--- config.mk ---
export PLATFORM = sky130hd
export DESIGN_NAME = quadra_out_fifo
export DESIGN_NICKNAME = d
export VERILOG_FILES = /design/src/rtl/quadra_out_fifo.sv
export SDC_FILE = /design/constraint.sdc
export NUM_CORES = 1
export LEC_CHECK = 0
export CORE_UTILIZATION = 45
export CTS_BUF_LIST = sky130_fd_sc_hd__clkbuf_8
export DETAILED_ROUTE_END_ITERATION = 8
export PLACE_DENSITY = 0.75
export SETUP_SLACK_MARGIN = 0.2
export SKIP_LAST_GASP = 1
export SLEW_MARGIN = 20
export SYNTH_ARGS = -nofsm -noshare
export SYNTH_HDL_FRONTEND = slang
export SYNTH_SLANG_ARGS = --single-unit
--- constraint.sdc ---
create_clock -name clk_i -period 5.3 [get_ports clk_i]
set_input_delay 1.325 -clock clk_i [delete_from_list [all_inputs] [get_ports clk_i]]
set_output_delay 1.325 -clock clk_i [all_outputs]
set_load 0.1 [all_outputs]
--- src/rtl/quadra_out_fifo.sv ---
// Elastic output buffer for the quadra pipeline: first-word-fall-through FIFO with registered outputs and sticky overflow.
// Optional drop counter is enabled by defining QUADRA_OFIFO_DROP_CNT_EN.
`timescale 1ns/1ps
module quadra_out_fifo #(
    parameter int Y_W   = 32,
    parameter int DEPTH = 8
) (
    input  logic                     clk_i,
    input  logic                     rst_i,
    input  logic [Y_W-1:0]           y_i,
    input  logic                     y_dv_i,
    output logic [Y_W-1:0]           m_data_o,
    output logic                     m_valid_o,
    input  logic                     m_ready_i,
    output logic [$clog2(DEPTH):0]   level_o,
    output logic                     full_o,
    output logic                     empty_o,
    output logic                     ovf_o,
    input  logic                     clr_ovf_i,
    output logic [15:0]              drop_cnt_o
);
    localparam int AW = $clog2(DEPTH);
    localparam int LW = AW + 1;

    logic [Y_W-1:0] mem_q [DEPTH];
    logic [AW-1:0]  wr_ptr_q, wr_ptr_d, rd_ptr_q, rd_ptr_d;
    logic [LW-1:0]  level_q, level_d;
    logic [Y_W-1:0] data_q, data_d;
    logic           valid_q, valid_d;
    logic           full_q, full_d;
    logic           empty_q, empty_d;
    logic           ovf_q, ovf_d;
    logic           push, pop, drop;

    always_comb begin
        pop      = valid_q & m_ready_i;
        push     = y_dv_i & (~full_q | pop);
        drop     = y_dv_i & full_q & ~pop;
        wr_ptr_d = push ? wr_ptr_q + AW'(1) : wr_ptr_q;
        rd_ptr_d = pop  ? rd_ptr_q + AW'(1) : rd_ptr_q;
        level_d  = level_q;
        case ({push, pop})
            2'b10:   level_d = level_q + LW'(1);
            2'b01:   level_d = level_q - LW'(1);
            default: level_d = level_q;
        endcase
        valid_d = (level_d != '0);
        full_d  = (level_d == LW'(DEPTH));
        empty_d = (level_d == '0);
        // Next head is the sample being written this cycle when it lands in the head slot.
        data_d = data_q;
        if (valid_d)
            data_d = (push && (wr_ptr_q == rd_ptr_d)) ? y_i : mem_q[rd_ptr_d];
        ovf_d = ovf_q;
        if (drop)
            ovf_d = 1'b1;
        else if (clr_ovf_i)
            ovf_d = 1'b0;
    end

    always_ff @(posedge clk_i) begin
        if (push)
            mem_q[wr_ptr_q] <= y_i;
    end

    always_ff @(posedge clk_i or posedge rst_i) begin
        if (rst_i) begin
            wr_ptr_q <= '0;
            rd_ptr_q <= '0;
            level_q  <= '0;
            data_q   <= '0;
            valid_q  <= 1'b0;
            full_q   <= 1'b0;
            empty_q  <= 1'b1;
            ovf_q    <= 1'b0;
        end else begin
            wr_ptr_q <= wr_ptr_d;
            rd_ptr_q <= rd_ptr_d;
            level_q  <= level_d;
            data_q   <= data_d;
            valid_q  <= valid_d;
            full_q   <= full_d;
            empty_q  <= empty_d;
            ovf_q    <= ovf_d;
        end
    end

`ifdef QUADRA_OFIFO_DROP_CNT_EN
    logic [15:0] drop_cnt_q, drop_cnt_d;

    // A drop coinciding with a clear restarts the count at one.
    always_comb begin
        drop_cnt_d = drop_cnt_q;
        if (drop)
            drop_cnt_d = clr_ovf_i ? 16'd1 :
                         (drop_cnt_q == 16'hFFFF) ? drop_cnt_q : drop_cnt_q + 16'd1;
        else if (clr_ovf_i)
            drop_cnt_d = 16'd0;
    end

    always_ff @(posedge clk_i or posedge rst_i) begin
        if (rst_i) drop_cnt_q <= 16'd0;
        else       drop_cnt_q <= drop_cnt_d;
    end

    assign drop_cnt_o = drop_cnt_q;
`else
    assign drop_cnt_o = 16'd0;
`endif

    assign m_data_o  = data_q;
    assign m_valid_o = valid_q;
    assign level_o   = level_q;
    assign full_o    = full_q;
    assign empty_o   = empty_q;
    assign ovf_o     = ovf_q;
endmodule

==> implementation parameters <==
Parameter                              Value

Synth
  Top cells by area in the synthesized netlist ... sky130_fd_sc_hd__edfxtp_1 59%, sky130_fd_sc_hd__dfrtp_1 8.7%, sky130_fd_sc_hd__a22oi_1 5.5%, sky130_fd_sc_hd__a2111oi_0 4.4%, sky130_fd_sc_hd__nand3_1 3.8%
  Area leader, netlist ... sky130_fd_sc_hd__edfxtp_1
  Yosys reg bits ... 302
  Cell with the most instances after synthesis ... sky130_fd_sc_hd__edfxtp_1
  EDFF count, synth ... 256
  Fraction of the mapped netlist area in adder cells ... 0.004809
  Mux cell area share after synthesis ... 0.03106
  Most used flip-flop cell after synthesis ... sky130_fd_sc_hd__edfxtp_1
  Synthesized area ... 13010 um2
  Proportion of synthesized chip area in sequential cells ... 0.6795
  Simple-Gate Fraction of Synth Area ... 0.06924
  Commonest cells in the synthesized netlist ... 256 x sky130_fd_sc_hd__edfxtp_1, 99 x sky130_fd_sc_hd__nand3_1, 99 x sky130_fd_sc_hd__o21ai_0
  Area share of xor/xnor cells in the synthesized design ... 0.006059
  Compound-gate portion of the synthesized area ... 0.1680
  Post-synth cell types ... 50
  Fraction of synthesized cell area taken by the top area cell type ... 0.5909
  Synth Area per Inst ... 13.58 um2
  Largest family of logic cells by synthesized area ... compound AO/OA/AOI/OAI gates
  Warnings from Yosys ... 0
  Async S/R FF share, synth ... 0.1523
  Synthesized instance count ... 958

Clocking
  CTS Hold Buffers Added ... 0
  Number of clock sinks seen by CTS ... 302
  Buffer depth of the longest clock path ... 3
  Clock-pin slew on the worst setup and hold paths ... 0.07 ns
  Number of buffers created by CTS ... 48
  Number of instances resized during post-cts repair ... 0
  H-tree levels ... 2
  CTS tree ... built
  Clock latency on the worst-skew pair ... 0.57 ns
  Number of buffers inserted by post-CTS setup repair ... 0
  Root cell of the clock tree ... sky130_fd_sc_hd__clkbuf_8

Floorplan
  Horizontal die dimension ... 172.0 um
  Area of the die ... 29590 um2
  Effective utilization at floorplan ... 0.4632
  Chip height ... 172.0 um
  Placement row count ... 61
  Placeable core area ... 28090 um2
  I/O pin count ... 93

Placed design
  Post-detailed-placement half-perimeter wirelength ... 18260 um
  Final weighted congestion of routability-driven global placement ... 0.7680
  Count of buffers inserted at the top-level ports ... 76
  Total cell area at the placement stage ... 14250 um2
  Total placed cells including tap cells ... 1348

Flow run
  # Max-Cap Violations ... 0

Power
  Maximum VDD drop ... 0.4118 mV
  Leakage power figure ... 5.058 nW
  Total power draw ... 10.19 mW
  Cell area power density ... 671.1 nW/um2

GRT
  Antenna violations before repair ... 0
  Global-route wire length before repair ... 52160 um
  Overall overflow remaining after global route ... 0
  Vias in the first global route ... 8927
  Total Routing Usage GR ... 0.2348
  Largest net degree at the start of global routing ... 97

Setup path
  CP arrival ... 4.88 ns
  Startpoint type of the worst setup path ... primary input
  Kind of end point of the critical path ... flop
  Setup slack of the most critical reg-to-reg path ... 1.39 ns
  Required time of the critical path ... 5.70 ns
  Maximum net fanout on the critical path ... 34
  Category of the most critical setup path ... in -> reg

Finish
  Post-route cell area ... 15180 um2
  Final non-filler cell total ... 1438
  Nets ... 1062
  Total of fill cells in the finished design ... 2309
  Share of layout cells above drive strength 1 ... 0.1509
  Final antenna diode count ... 0
  Syn-to-layout area delta ... 16.69%

STA
  Transition time at the pin with the least slew margin ... 1.144 ns
  Count of endpoints failing hold in the final timing report ... 0
  Max Clk Rate ... 223.1 MHz
  Endpoints failing setup ... 0
  Total count of max-transition violations in the final report ... 0
  Slew HR ... 0.2371
  Post-layout min period ... 4.482 ns
  Fin Setup TNS ... 0 ns
  Setup clock skew after layout ... 0.01104 ns
  Share of the clock period used by the worst path ... 0.8456
  Setup repair after global routing missed its margin ... false

Drt
  Detailed-route via count ... 9178
  Ratio of routed vias to standard cells ... 6.382
  Number of DRC markers after the initial detailed-route iteration ... 1172
  Detailed-route wire length ... 34510 um
  Drt pass-1 iters ... 8
  Average routed wire per standard cell ... 24.00 um
  Number of nets still failing antenna checks after routing ... 0
  Residual DRC ... 0

Outcome
  Run status ... finished clean

Worst hold path
  Path category of the worst min-delay check ... reg -> reg
## path summary, 6_finish.rpt
check | start | to | depth (start not counted)
min | ovf_o$_DFFE_PP0P_ | ovf_o$_DFFE_PP0P_ | 2
max reg2reg | m_valid_o$_DFF_PP0_ | m_data_o[14]$_DFFE_PP0P_ | 12
max | m_ready_i | m_data_o[14]$_DFFE_PP0P_ | 13
min reg2reg | ovf_o$_DFFE_PP0P_ | ovf_o$_DFFE_PP0P_ | 2
max in group asynchronous | rst_i | m_data_o[22]$_DFFE_PP0P_ | 2
min in group asynchronous | rst_i | m_data_o[2]$_DFFE_PP0P_ | 2
## area by class of cell
cell class | instances | area (um2) | share of cell area
clock inverter | 35 | 170.2 | 0.01121
multi-input combinational | 551 | 3831 | 0.2524
timing repair buffer | 109 | 1079 | 0.07105
tap | 378 | 473.0 | 0.03115
sequential | 302 | 8840 | 0.5823
inverter | 8 | 31.28 | 0.002060
clock buffer | 55 | 757.0 | 0.04986
## stage by stage
step	hold WS [ns]	utilization	worst slack [ns]
global placement	0.5082	0.5061	0.1050
finish	0.5272	0.5405	0.8183
CTS	0.5318	0.5404	0.8917
floorplan	0.5573	-	0.5728
global route	0.5796	0.5405	0.5396
detailed placement	0.5235	0.5074	0.2946
## metal layers
metal | up-vias | track usage | part of all wire
met3 | 89 | 0.04211 | 0.093
met5 | - | 0 | 0
met2 | 587 | 0.3890 | 0.49
li1 | 3961 | - | -
met1 | 4541 | 0.3053 | 0.39
met4 | 0 | 0.09581 | 0.030
## report_power, final
part / switching [mW] / internal [mW]
combinational: 3.50 / 1.40
sequential: 0.277 / 3.11
clock: 0.903 / 0.997
total: 4.68 / 5.51
## worst max-delay path, stage by stage
cell and delay (ns):
sky130_fd_sc_hd__clkdlybuf4s50_1 0.47, sky130_fd_sc_hd__nand2_1 0.07, sky130_fd_sc_hd__nand2_1 0.09, sky130_fd_sc_hd__and2_1 0.19, sky130_fd_sc_hd__inv_1 0.08, sky130_fd_sc_hd__buf_4 0.17, sky130_fd_sc_hd__ha_1 0.43, sky130_fd_sc_hd__o31a_1 0.38
sky130_fd_sc_hd__a211oi_4 0.32, sky130_fd_sc_hd__buf_4 0.44, sky130_fd_sc_hd__inv_2 0.43, sky130_fd_sc_hd__nor3_1 0.35, sky130_fd_sc_hd__a211oi_1 0.08
## registers in the layout, summed over array words and instances (netlist names)
| name | cells |
|---|---|
| mem_q | 256 |
| level_o | 4 |
| m_valid_o | 1 |
| wr_ptr_q | 3 |
| full_o | 1 |
| ovf_o | 1 |
| empty_o | 1 |
| rd_ptr_q | 3 |
| m_data_o | 32 |
## placed cells by master, fill, tap and decap left out, types with 4 or more instances in the layout
master                            netlist  layout
sky130_fd_sc_hd__o21ai_0               99      99
sky130_fd_sc_hd__dfrtp_1               45      45
sky130_fd_sc_hd__buf_4                 17      28
sky130_fd_sc_hd__nand2b_1               4       4
sky130_fd_sc_hd__a22oi_1               96      96
sky130_fd_sc_hd__nand3_1               99      99
sky130_fd_sc_hd__clkbuf_8               0      55
sky130_fd_sc_hd__buf_12                 0       4
sky130_fd_sc_hd__a211oi_1              32      32
sky130_fd_sc_hd__xor2_1                 4       4
sky130_fd_sc_hd__clkinv_1               0       7
sky130_fd_sc_hd__nor2b_1                4       4
sky130_fd_sc_hd__clkdlybuf4s50_1        0      76
sky130_fd_sc_hd__edfxtp_1             256     256
sky130_fd_sc_hd__clkinv_2               0       7
sky130_fd_sc_hd__a2111oi_0             65      65
sky130_fd_sc_hd__nor2_1                 8       4
sky130_fd_sc_hd__nand2_1                8       8
sky130_fd_sc_hd__inv_1                  7      26
sky130_fd_sc_hd__nor3_2                 0       4
sky130_fd_sc_hd__conb_1                 1      16
sky130_fd_sc_hd__mux2_2                35      35
sky130_fd_sc_hd__ha_1                   5       5
sky130_fd_sc_hd__nor2_4                 0       4
sky130_fd_sc_hd__nor3_1                36      32
sky130_fd_sc_hd__xnor2_1                5       4
## logic make-up (layout without fill, tap and decap cells)
group | Yosys count | after routing
mux | 36 | 36
buf+inv | 120 | 207
other cells | 1 | 16
simple gates | 174 | 174
compound gates | 311 | 311
flops | 302 | 302
xor+xnor | 9 | 9
fa+ha+maj | 5 | 5
Note: power is estimated with default switching activity, not from simulation.
